[src/rtl/hazard_timing_pipe_pkg.sv]
// Shared encodings and the per-stage timing record for the hazard timing pipe.
// Tnew values never exceed 2; lw's extra cycle rides in a separate load flag.
package hazard_timing_pipe_pkg;

  localparam logic [4:0] RA_REG    = 5'd31;
  localparam logic [1:0] TUSE_NONE = 2'd3;

  localparam logic [1:0] TNEW_0 = 2'd0;
  localparam logic [1:0] TNEW_1 = 2'd1;
  localparam logic [1:0] TNEW_2 = 2'd2;

  localparam logic [5:0] OP_SPECIAL = 6'h00;
  localparam logic [5:0] OP_J       = 6'h02;
  localparam logic [5:0] OP_JAL     = 6'h03;
  localparam logic [5:0] OP_BEQ     = 6'h04;
  localparam logic [5:0] OP_ORI     = 6'h0d;
  localparam logic [5:0] OP_LUI     = 6'h0f;
  localparam logic [5:0] OP_LW      = 6'h23;
  localparam logic [5:0] OP_SW      = 6'h2b;

  localparam logic [5:0] FN_JR   = 6'h08;
  localparam logic [5:0] FN_ADDU = 6'h21;
  localparam logic [5:0] FN_SUBU = 6'h23;

  typedef struct packed {
    logic [4:0] rs;
    logic [4:0] rt;
    logic [4:0] wreg;
    logic       regwrite;
    logic       memwrite;
    logic [1:0] tnew;
  } stageRec_t;

  localparam int unsigned REC_W = $bits(stageRec_t);

  // Saturating decrement: Tnew counts down to zero and stays there.
  function automatic logic [1:0] tnewSat(input logic [1:0] t);
    return (t == TNEW_0) ? TNEW_0 : t - 2'd1;
  endfunction

endpackage

[src/rtl/hazard_class_decode.sv]
// Combinational instruction classifier: produces the D-stage timing record,
// the load flag and the operand use times.
module hazard_class_decode
  import hazard_timing_pipe_pkg::*;
(
  input  logic [31:0]      instr,
  output logic [REC_W-1:0] recOut,
  output logic             isLoad,
  output logic [1:0]       tuseRs,
  output logic [1:0]       tuseRt
);

  stageRec_t  rec;
  logic [5:0] op;
  logic [5:0] fn;
  logic       unusedShamt;

  assign op          = instr[31:26];
  assign fn          = instr[5:0];
  assign unusedShamt = ^instr[10:6];
  assign recOut      = rec;

  always_comb begin
    rec      = '0;
    rec.rs   = instr[25:21];
    rec.rt   = instr[20:16];
    tuseRs   = TUSE_NONE;
    tuseRt   = TUSE_NONE;
    isLoad   = 1'b0;
    case (op)
      OP_SPECIAL: begin
        if (fn == FN_ADDU || fn == FN_SUBU) begin
          tuseRs   = 2'd1;
          tuseRt   = 2'd1;
          rec.tnew = TNEW_2;
          rec.wreg = instr[15:11];
        end else if (fn == FN_JR) begin
          tuseRs = 2'd0;
        end
      end
      OP_ORI: begin
        tuseRs   = 2'd1;
        rec.tnew = TNEW_2;
        rec.wreg = instr[20:16];
      end
      OP_LUI: begin
        rec.tnew = TNEW_2;
        rec.wreg = instr[20:16];
      end
      OP_LW: begin
        tuseRs   = 2'd1;
        rec.tnew = TNEW_2;
        rec.wreg = instr[20:16];
        isLoad   = 1'b1;
      end
      OP_SW: begin
        tuseRs       = 2'd1;
        tuseRt       = 2'd2;
        rec.memwrite = 1'b1;
      end
      OP_BEQ: begin
        tuseRs = 2'd0;
        tuseRt = 2'd0;
      end
      OP_JAL: begin
        rec.tnew = TNEW_1;
        rec.wreg = RA_REG;
      end
      default: ;
    endcase
    // Writes to $0 are architecturally dead, so they must not trigger forwarding.
    rec.regwrite = (rec.wreg != 5'd0);
  end

endmodule

[src/rtl/hazard_timing_pipe.sv]
// Producer side of the hazard interface: decodes the D-stage instruction and
// carries its Tnew/destination record through E, M and W.
module hazard_timing_pipe
  import hazard_timing_pipe_pkg::*;
(
  input  logic        clk,
  input  logic        reset,
  input  logic [31:0] instrD,
  input  logic        flushE,
  output logic [1:0]  Tuse_rs,
  output logic [1:0]  Tuse_rt,
  output logic [1:0]  TnewD,
  output logic [4:0]  rsD,
  output logic [4:0]  rtD,
  output logic [4:0]  rsE,
  output logic [4:0]  rtE,
  output logic [1:0]  TnewE,
  output logic [1:0]  TnewM,
  output logic [1:0]  TnewW,
  output logic [4:0]  WriteRegE,
  output logic [4:0]  WriteRegM,
  output logic [4:0]  WriteRegW,
  output logic        RegWriteE,
  output logic        RegWriteM,
  output logic        RegWriteW,
  output logic        MemWriteM
);

  logic [REC_W-1:0] dRecBits;
  logic             dLoad;
  stageRec_t        dRec;
  stageRec_t        eD, eQ;
  stageRec_t        mD, mQ;
  stageRec_t        wD, wQ;
  logic             unusedFields;

  hazard_class_decode uDecode (
    .instr  (instrD),
    .recOut (dRecBits),
    .isLoad (dLoad),
    .tuseRs (Tuse_rs),
    .tuseRt (Tuse_rt)
  );

  assign dRec = dRecBits;

  always_comb begin
    eD = dRec;
    // lw behaves as Tnew 3 in D, so it enters E still needing two cycles.
    eD.tnew = dLoad ? TNEW_2 : tnewSat(dRec.tnew);
    if (flushE) begin
      eD = '0;
    end
  end

  always_comb begin
    mD      = eQ;
    mD.tnew = tnewSat(eQ.tnew);
    wD      = mQ;
    wD.tnew = tnewSat(mQ.tnew);
  end

  always_ff @(posedge clk or posedge reset) begin
    if (reset) begin
      eQ <= '0;
      mQ <= '0;
      wQ <= '0;
    end else begin
      eQ <= eD;
      mQ <= mD;
      wQ <= wD;
    end
  end

  assign TnewD     = dRec.tnew;
  assign rsD       = instrD[25:21];
  assign rtD       = instrD[20:16];
  assign rsE       = eQ.rs;
  assign rtE       = eQ.rt;
  assign TnewE     = eQ.tnew;
  assign TnewM     = mQ.tnew;
  assign TnewW     = wQ.tnew;
  assign WriteRegE = eQ.wreg;
  assign WriteRegM = mQ.wreg;
  assign WriteRegW = wQ.wreg;
  assign RegWriteE = eQ.regwrite;
  assign RegWriteM = mQ.regwrite;
  assign RegWriteW = wQ.regwrite;
  assign MemWriteM = mQ.memwrite;

  assign unusedFields = ^{mQ.rs, mQ.rt, wQ.rs, wQ.rt, wQ.memwrite};

endmodule

[config.mk]
export PLATFORM = sky130hd
export DESIGN_NAME = hazard_timing_pipe
export DESIGN_NICKNAME = d
export VERILOG_FILES = /design/src/rtl/hazard_timing_pipe_pkg.sv /design/src/rtl/hazard_class_decode.sv /design/src/rtl/hazard_timing_pipe.sv
export SDC_FILE = /design/constraint.sdc
export NUM_CORES = 1
export LEC_CHECK = 0
export BUFFER_PORTS_ARGS = -buffer_cell sky130_fd_sc_hd__buf_2
export CAP_MARGIN = 25
export CORE_UTILIZATION = 47
export CTS_CLUSTER_SIZE = 16
export DETAILED_ROUTE_END_ITERATION = 12
export PLACE_DENSITY_LB_ADDON = 0.3
export SYNTH_ARGS = -nofsm -noshare
export SYNTH_HDL_FRONTEND = slang
export SYNTH_SLANG_ARGS = --single-unit
[constraint.sdc]
create_clock -name clk -period 2.7 [get_ports clk]
set_input_delay 0.54 -clock clk [delete_from_list [all_inputs] [get_ports clk]]
set_output_delay 0.54 -clock clk [all_outputs]
set_load 0.02 [all_outputs]
# Yosys cells after proc, flatten, opt, wreduce, memory -nomap -nowiden
# Cells that the tools add are included.
op_classes:
  n_addsub: 3
  n_eq_ne: 9
  mux: 16
  n_reduce_logical: 8
ops:
  columns: ["operator", "count"]
  rows:
  - ["$eq 6x6->1 const B", 4]
  - ["$mux 19", 1]
  - ["$eq 6x4->1 const B", 3]
  - ["$pmux 2 s3", 3]
  - ["$mux 2", 8]
  - ["$pmux 5 s3", 1]
  - ["$eq 6x2->1 const B", 1]
  - ["$eq 6x3->1 const B", 1]
  - ["$logic_not 2->1", 3]
  - ["$logic_not 6->1", 1]
  - ["$reduce_or 3->1", 2]
  - ["$sub 2x1->2 const B", 3]
  - ["$mux 5", 1]
  - ["$reduce_bool 5->1", 1]
  - ["$mux 1", 2]
  - ["$logic_or 1x1->1", 1]
totals:
  register_bits: 36
  in_bits: 35
  out_inout_bits: 51

# Longest topological paths before layout
# Gate-level depths: netlist of the first run.
depth:
  ltp_word: 8
  depth_mapped: 5
  ltp_nobuf: 4

# Cells and area by module
# Synthesis of the first run repeated with hierarchy kept, for this count alone.
unflattened:
  hier_cells: 143
  hier_area_um2: 1695.4
by_module_without_submodules:
  columns: ["mod", "instances", "cells_per_inst", "area_per_inst_um2", "seq_area_each_um2"]
  rows:
  - ["hazard_timing_pipe", 1, 94, 1328.8, 900.9]
  - ["hazard_class_decode", 1, 49, 366.6, 0.0]

# Least setup slack after synthesis of the first run
# Ideal clock, no wire load.
synth_timing:
  kind: "input port to output port"
  startpoint: "input instrD[31]"
  endpoint: "output Tuse_rs[1]"
  arrival_ns: 1.826
  required_time_ns: 2.160
  path_slack_ns: 0.334
  stages: 4
  path_buffers: 0
  path_cell_list: "or3_4 nor4_2 o31ai_1 o21ai_0"
synth_between:
  elab_chain_cells: 3
  elab_cells_between_ends: 7
  cone_classes: "eq/ne: 4; mux: 1; reduce/logical: 2"
synth_lines:
  columns: ["element", "line_no", "source"]
  rows:
  - ["start: declaration", "hazard_timing_pipe.sv:8", "input logic [31:0] instrD,"]
  - ["$eq 6x4->1 or $eq 6x6->1 (tied branches)", "hazard_class_decode.sv:30", "case (op)"]
  - ["$reduce_or 3->1 (no source line)", null, null]
  - ["$pmux 2 s3 *", "hazard_class_decode.sv:30", null]
  - ["end: declaration", "hazard_timing_pipe.sv:10", "output logic [1:0] Tuse_rs,"]
# Mark *: on every way between the ends. The rest lies on a longest branch, timed or not.

# Worst setup path after layout of the first run
# Ends and elaborated chain as after synthesis.

==> reports/results.ini, run 1 <==
[sta]
fin_skew_ns = 0.0107
rsz0062_at_grt = no
drv_slew = 0
slew_headroom = 0.589
fin_crit_sh = 0.914
tightest_slew_ns = 0.614
setup_viol = 0
hold_viol_final = 0
fin_crit_ns = 2.47
fin_tns_setup_ns = 0
fmax_mhz = 405

[detailed_routing]
wirelength_um = 2910
dr.pass1.iters = 4
dr.first_iter.drc_count = 21
vias = 1207
ant_nets = 0
wl_per_cell_um = 12.2
via_per_inst = 5.07
drc = 0

[synth]
syn_area_per_cell_um2 = 11.5
yosys.area.top_type_share = 0.561
ys_ff_latch = 36
async_reset_ff_frac = 1.00
ys_seq_area_frac = 0.561
synth_edf_count = 0
syn_inst = 140
yosysWarnings = 0
synth_top_cell_by_area = dfrtp_1
netlist_area_um2 = 1610
ys.flop_type = dfrtp_1
ys_top_cells_by_area = dfrtp_1 56%, buf_4 15%, nor2b_1 5.5%
syn-num-nets = 175
synth.distinct_cells = 35

[cts]
cts_buffers = 5
hold_buffers = 0
clock-sinks = 36
ctsResizeCount = 0
cts_root_buffer = clkbuf_4
htree_levels = 2
cts_setup_buffers = 0
cts_tree = built
clockBufferDepth = 2
worstSkewPairLatency_ns = 0.33
clk_pin_slew_ns = 0.10

[pwr]
p_int_uw = 742
p_leak_nw = 1.05
p_per_area_nw_per_um2 = 520
seq_power_share = 0.564
report.power.total_uw = 982
ir_drop_mv = 0.210
swShare = 0.244
pwr-share-clk = 0.309
power.switching_uw = 240
pwr-share-comb = 0.128

[run]
maxCapViolCount = 0

[global_routing]
grt_first_pass_wirelength_um = 4400
grt_max_degree = 37
grt_pass1_vias = 1054
overflow = 0
antenna_found_initial = 0
grt_use_total = 0.167

[final_layout]
nets = 229
layout_commonest_cell = buf_2
antenna_cells = 0
final_cell_mix = 80 x buf_2, 36 x dfrtp_1, 14 x nor2b_1, 7 x nor2_1
layout-drive-gt1-share = 0.490
syn2layout_area_growth_pct = 17.7

[floorplanning]
core_um2 = 3150
initial_core_util = 0.510
rows = 20
die-width_um = 60.5
dieArea_um2 = 3660
pin_count = 86
die_h_um = 60.5

[hold_path]
hp-class = in -> async

[setup_path]
r2r_cells = 1
cp.required_ns = 2.16
critPathKind = in -> out
rrSetupSlack_ns = 2.04
critPathArrivalTime_ns = 1.93
cp-end-kind = output pin
timing.critical_path.from = instrD[31]
cp-start-kind = input pin
reg2reg_to = TnewW[1]
r2r_start = TnewM[0]
critPathMaxFanout = 6

[status]
status = complete, no violations

[placed_design]
numPortBuffers = 80
gp_congestion = 0.875
hpwl_um = 2310

[metal layers]
layer  track usage  up-vias  wire length (µm)
met3        0.0554        4               216
li1              -      562                 -
met5             0        -                 0
met4        0.0812        0                38
met1         0.169      578              1080
met2         0.308       63              1570
[through the flow]
stage                      util  std cells  setup slack (ns)  hold slack (ns)  cell area [µm²]
after floorplan               -        140             0.334            0.331             1610
after global placement    0.579        231             0.252            0.336             1830
after detailed placement  0.579        231             0.243            0.339             1830
after CTS                 0.600        238             0.233            0.293             1890
after global routing      0.600        238            0.0803            0.330             1890
final                     0.600        238             0.233            0.290             1890
[power by group through the flow]
stage | clock, mW | combinational (mW) | sequential [mW]
after floorplan | 0 | 0.0874 | 0.567
after global placement | 0 | 0.123 | 0.564
after detailed placement | 0 | 0.126 | 0.565
after CTS | 0.314 | 0.126 | 0.554
after global routing | 0.339 | 0.137 | 0.555
final | 0.303 | 0.125 | 0.554
[logic make-up (layout without fill, tap and decap cells)]
logic type	count (synthesis)	after routing	share of synthesized area
simple gates	47	47	0.190
buf+inv	37	91	0.161
flops	36	36	0.561
compound gates	20	20	0.0880
[cell usage after synthesis (all sizes together), types with 2 or more instances]
library cell / n
inv: 2
a21oi: 2
nor2: 7
a221o: 4
and3: 2
and2: 2
o21ai: 5
nor4: 2
dfrtp: 36
nor2b: 14
a31oi: 3
or4: 3
nor3: 3
buf: 33
clkbuf: 2
nand2: 5
[sequential cells by signal, indices dropped and copies added (netlist names)]
| signal | flops |
|---|---|
| WriteRegE | 5 |
| WriteRegM | 5 |
| WriteRegW | 5 |
| rsE | 5 |
| rtE | 5 |
| TnewE | 2 |
| TnewM | 2 |
| TnewW | 2 |
| MemWriteM | 1 |
| RegWriteE | 1 |
| RegWriteM | 1 |
| RegWriteW | 1 |
| eQ | 1 |
[worst max path at each step]
stage,to,slack (ns),depth (start not counted)
after floorplan,Tuse_rs[1],0.33,4
after global placement,Tuse_rs[1],0.25,6
after detailed placement,Tuse_rs[1],0.24,6
after CTS,Tuse_rs[1],0.23,6
after global routing,Tuse_rs[1],0.08,6
final,Tuse_rs[1],0.23,6
[critical path, stage by stage]
cell and delay [ns]:
buf_2 0.13, or3_4 0.41, nor4_2 0.31, o31ai_1 0.16
o21ai_0 0.18, buf_2 0.18
[layout make-up]
cell class	count	area, µm²
inverter	2	7.51
fill	275	1260
clock buffer	7	65.1
tap	44	55.1
timing repair buffer	82	415
multi-input combinational	67	447
sequential	36	901
Note: power is estimated with default switching activity, not from simulation.
==> run 2: changes to the inputs <==
- CORE_MARGIN: not set -> 4
- MAX_ROUTING_LAYER: not set -> met4
==> run 2 against run 1 <==
  * Global-route usage decreased by 0.89 points
  * Critical endpoint unchanged
  * Critical path depth unchanged
  * Sequential power about the same
  * Setup slack got worse by 0.012 ns
==> reports/results.ini, run 2 (same netlist as run 1, synthesis figures left out) <==
[global_routing]
grt_pass1_vias = 1194  ; +13%
antenna_found_initial = 0  ; unchanged
grt_max_degree = 26  ; -30%
grt_first_pass_wirelength_um = 5160  ; +17%
overflow = 0  ; unchanged
grt_use_total = 0.159  ; -0.00888

[floorplanning]
pin_count = 86  ; unchanged
rows = 20  ; unchanged
die-width_um = 66.5  ; +9.9%
core_um2 = 3150  ; unchanged
die_h_um = 66.5  ; +9.9%
initial_core_util = 0.510  ; unchanged
dieArea_um2 = 4420  ; +21%

[sta]
slew_headroom = 0.591  ; +0.00271
fin_crit_ns = 2.48  ; +0.0119 ns
timing.final.ws_setup_ns = 0.221  ; -0.0119 ns
fin_skew_ns = 0.00705  ; -0.00369 ns
fin_tns_setup_ns = 0  ; unchanged
fin_crit_sh = 0.918  ; +0.00441
whs_ns = 0.189  ; -0.101 ns
setup_viol = 0  ; unchanged
rsz0062_at_grt = no
tightest_slew_ns = 0.610  ; -0.00404 ns
drv_slew = 0  ; unchanged
fmax_mhz = 403  ; -0.48%
hold_viol_final = 0  ; unchanged

[cts]
cts_buffers = 5  ; unchanged
ctsResizeCount = 0  ; unchanged
worstSkewPairLatency_ns = 0.32  ; about the same
cts_setup_buffers = 0  ; unchanged
cts_tree = built
cts_root_buffer = clkbuf_4
clk_pin_slew_ns = 0.09  ; about the same
hold_buffers = 0  ; unchanged
clockBufferDepth = 2  ; unchanged
htree_levels = 2  ; unchanged
clock-sinks = 36  ; unchanged

[final_layout]
nets = 229  ; unchanged
fin_cells = 238  ; unchanged
layout_commonest_cell = buf_2
postLayoutCellArea_um2 = 1870  ; -0.99%
fillCellCount = 292  ; +6.2%
antenna_cells = 0  ; unchanged
syn2layout_area_growth_pct = 16.5
final_cell_mix = 80 x buf_2, 36 x dfrtp_1, 14 x nor2b_1, 7 x nor2_1
layout-drive-gt1-share = 0.485  ; -0.00515
ff_latch_area_um2 = 901  ; unchanged
multiInputGateArea_um2 = 447  ; unchanged

[detailed_routing]
ant_nets = 0  ; unchanged
dr.first_iter.drc_count = 33  ; +57%
dr.pass1.iters = 4  ; unchanged
wirelength_um = 3140  ; +7.8%
drc = 0  ; unchanged
via_per_inst = 4.98  ; -1.8%
vias = 1185  ; -1.8%
highest_layer = met4
wl_met3_um = 279  ; +29%
wl_met1_um = 1100  ; +1.2%
wl_per_cell_um = 13.2  ; +7.8%
wl_met2_um = 1720  ; +9.1%

[pwr]
power.switching_uw = 236  ; -1.7%
pwr-share-clk = 0.266  ; -0.043
swShare = 0.255  ; +0.0103
pwr-share-comb = 0.136  ; +0.008
p_int_uw = 691  ; -7.0%
p_leak_nw = 1.05  ; -0.88%
p_per_area_nw_per_um2 = 495  ; -4.7%
seq_power_share = 0.598  ; +0.034
ir_drop_mv = 0.193  ; -8.1%

[setup_path]
cp-end-kind = output pin
cp-start-kind = input pin
crit_slowest_cell = or3_4
worst-path-buf-inv = 2  ; unchanged
crit_top_cell = buf_2
r2r_start = TnewM[0]
crit_family = simple AND/OR/NAND/NOR gates
critPathArrivalTime_ns = 1.94  ; about the same
critPathMaxFanout = 6  ; unchanged
cp.required_ns = 2.16  ; about the same
timing.critical_path.from = instrD[31]
crit_chain = buf_2, or3_4, nor4_2, o31ai_1, o21ai_0, buf_2
critPathKind = in -> out
critPathMaxStageDelay_ns = 0.41  ; about the same

[placed_design]
dp_worst_setup_slack_ns = 0.212  ; -0.0304 ns
place_inst = 231  ; unchanged
gp_congestion = 0.873  ; -0.31%
numPortBuffers = 80  ; unchanged
dpl_cell_area_um2 = 1830  ; unchanged

[status]
status = complete, no violations

[hold_path]
hp-class = in -> async

[run]
maxCapViolCount = 0  ; unchanged

## run 2: changes by cell type in the layout (fill, tap and decap cells not counted), sizes merged
cell,change
clkbuf,-1
clkinv,+1
## run 2: path summary, 6_finish.rpt
check | endpoint | slack [ns] | cells past startpoint
worst max-delay path | Tuse_rs[1] | 0.22 | 6
worst min-delay path | WriteRegW[3] | 0.19 | 2
worst max register to register | TnewW[1] | 2.05 | 1
worst min register to register | MemWriteM | 0.36 | 0
max in group asynchronous | TnewM[0] | 1.87 | 3
min in group clk | MemWriteM | 0.36 | 0
## run 2: routing by layer
layer / GRT usage / up-vias
li1: - / 563
met2: 0.292 / 59
met3: 0.0455 / 6
met5: - / -
met4: 0.0609 / 0
met1: 0.156 / 557
## run 2: through the flow
stage / util / power (mW)
floorplan: - / 0.655
global placement: 0.579 / 0.688
detailed placement: 0.579 / 0.692
CTS: 0.594 / 0.939
global route: 0.594 / 0.984
finish: 0.594 / 0.927
## run 2: power by group through the flow
stage,Clock (mW),Combinational [mW],Sequential [mW]
6_report,0.247,0.126,0.554
5_1_grt,0.289,0.139,0.556
4_1_cts,0.258,0.128,0.554
3_5_place_dp,0,0.127,0.565
3_3_place_gp,0,0.123,0.564
2_1_floorplan,0,0.0874,0.567
## run 2: area by class of cell
type,instances,area share
clock buffers,6,0.0221
clock inverters,1,0.00267
inverters,2,0.00401
multi-input cells,67,0.239
flip-flops and latches,36,0.481
well taps,44,0.0294
repair buffers,82,0.222
==> run 3: changes to the inputs <==
- CELL_PAD_IN_SITES_DETAIL_PLACEMENT: not set -> 1
- CELL_PAD_IN_SITES_GLOBAL_PLACEMENT: not set -> 2
- CORE_UTILIZATION: 47 -> 28
- TNS_END_PERCENT: not set -> 5
==> run 3 against run 2 <==
  * Clock skew shrank 0.0050 ns
  * Maximum frequency grew 1.4%
  * Clock power grew 81%
  * Via count grew 2.1%
  * Hold slack gained 0.091 ns
  * Critical path type unchanged
==> reports/results.ini, run 3 (same netlist as run 1, synthesis figures left out) <==
[sta]
drv_slew = 0  ; unchanged
slew_headroom = 0.614  ; +0.0230
timing.final.ws_setup_ns = 0.256  ; +0.0349 ns
fin_tns_setup_ns = 0  ; unchanged
tightest_slew_ns = 0.575  ; -0.0343 ns
fin_crit_sh = 0.905  ; -0.0129
setup_viol = 0  ; unchanged
fin_skew_ns = 0.00202  ; -0.00503 ns
fmax_mhz = 409  ; +1.4%
hold_viol_final = 0  ; unchanged
rsz0062_at_grt = no
fin_crit_ns = 2.44  ; -0.0349 ns

[placed_design]
numPortBuffers = 80  ; unchanged
gp_congestion = 0.772  ; -12%
dp_worst_setup_slack_ns = 0.258  ; +0.0461 ns
hpwl_um = 3150

[global_routing]
overflow = 0  ; unchanged
antenna_found_initial = 0  ; unchanged
grt_pass1_vias = 1306  ; +9.4%
grt_first_pass_wirelength_um = 6460  ; +25%
grt_max_degree = 24  ; -7.7%
grt_use_total = 0.118  ; -0.0405

[final_layout]
fillCellCount = 670  ; +130%
antenna_cells = 0  ; unchanged
layout_commonest_cell = buf_2
multiInputGateArea_um2 = 447  ; unchanged
nets = 230  ; +0.44%
final_cell_mix = 80 x buf_2, 36 x dfrtp_1, 14 x nor2b_1, 7 x nor2_1
syn2layout_area_growth_pct = 23.0
ff_latch_area_um2 = 901  ; unchanged
layout-drive-gt1-share = 0.490  ; +0.00526

[floorplanning]
dieArea_um2 = 7010  ; +59%
die-width_um = 83.7  ; +26%
pin_count = 86  ; unchanged
core_um2 = 5540  ; +76%
rows = 27  ; +35%
initial_core_util = 0.290  ; -0.220
die_h_um = 83.7  ; +26%

[cts]
worstSkewPairLatency_ns = 0.28  ; -0.04 ns
cts_root_buffer = clkbuf_8
hold_buffers = 0  ; unchanged
clockBufferDepth = 2  ; unchanged
ctsResizeCount = 0  ; unchanged
clk_pin_slew_ns = 0.07  ; -0.02 ns
clock-sinks = 36  ; unchanged
cts_setup_buffers = 0  ; unchanged
cts_buffers = 5  ; unchanged
cts_tree = built
htree_levels = 2  ; unchanged

[setup_path]
reg2reg_to = TnewM[1]
cp-end-kind = output pin
critPathMaxFanout = 3  ; -3
r2r_start = TnewE[0]
r2r_cells = 1  ; unchanged
cp-start-kind = input pin
cp.required_ns = 2.16  ; about the same
critPathKind = in -> out
rrSetupSlack_ns = 2.06  ; about the same
timing.critical_path.from = instrD[2]
critPathArrivalTime_ns = 1.90  ; -0.04 ns

[detailed_routing]
wirelength_um = 3830  ; +22%
via_per_inst = 4.51  ; -9.3%
ant_nets = 0  ; unchanged
drc = 0  ; unchanged
vias = 1210  ; +2.1%
wl_per_cell_um = 14.3  ; +8.5%
dr.pass1.iters = 4  ; unchanged
dr.first_iter.drc_count = 32  ; -3.0%

[pwr]
p_leak_nw = 1.08  ; +3.1%
pwr-share-comb = 0.114  ; -0.022
ir_drop_mv = 0.217  ; +12%
swShare = 0.231  ; -0.0239
power.switching_uw = 261  ; +10%
seq_power_share = 0.491  ; -0.107
p_per_area_nw_per_um2 = 572  ; +16%
p_int_uw = 869  ; +26%
pwr-share-clk = 0.395  ; +0.129

[status]
status = complete, no violations

[hold_path]
hp-class = in -> async

[run]
maxCapViolCount = 0  ; unchanged

-- run 3: per-layer routing --
metal  share of wire  GRT usage  vias up
met3           0.076     0.0385        5
met1            0.40      0.134      591
met5               0          -        -
met2            0.50      0.189       55
met4           0.018     0.0556        0
li1                -          -      559
-- run 3: area by class of cell --
type,instances,area share
Sequential cell,36,0.456
Multi-Input combinational cell,67,0.226
Timing Repair Buffer,83,0.214
Tap cell,72,0.0456
Clock buffer,6,0.0367
Clock inverter,2,0.0177
Inverter,2,0.00380
-- run 3: power groups by stage --
stage / clock, mW / combinational (mW) / sequential, mW
2_1_floorplan: 0 / 0.0874 / 0.567
6_report: 0.447 / 0.129 / 0.555
3_3_place_gp: 0 / 0.127 / 0.565
3_5_place_dp: 0 / 0.132 / 0.565
4_1_cts: 0.468 / 0.132 / 0.555
5_1_grt: 0.494 / 0.143 / 0.556
-- run 3: how the worst max path moves through the flow --
stage                       to  slack (ns)  depth (start not counted)
finish              Tuse_rs[0]        0.26                          5
detailed placement  Tuse_rs[0]        0.26                          5
global placement    Tuse_rs[0]        0.26                          5
CTS                 Tuse_rs[0]        0.25                          5
floorplan           Tuse_rs[1]        0.33                          4
global route        Tuse_rs[1]        0.14                          5
-- run 3: stage by stage --
| stage | hold WS (ns) | total power [mW] | util | instances | instance area [µm²] |
|---|---|---|---|---|---|
| 2_1_floorplan | 0.331 | 0.655 | - | 140 | 1610 |
| 3_3_place_gp | 0.337 | 0.692 | 0.337 | 260 | 1870 |
| 3_5_place_dp | 0.358 | 0.697 | 0.337 | 260 | 1870 |
| 4_1_cts | 0.299 | 1.15 | 0.357 | 268 | 1980 |
| 5_1_grt | 0.336 | 1.19 | 0.357 | 268 | 1980 |
| 6_report | 0.280 | 1.13 | 0.357 | 268 | 1980 |
-- run 3: critical path: stages --
cell and delay [ns]:
buf_2 0.11, or4b_2 0.67, o31ai_1 0.28, o211ai_1 0.13, buf_2 0.18
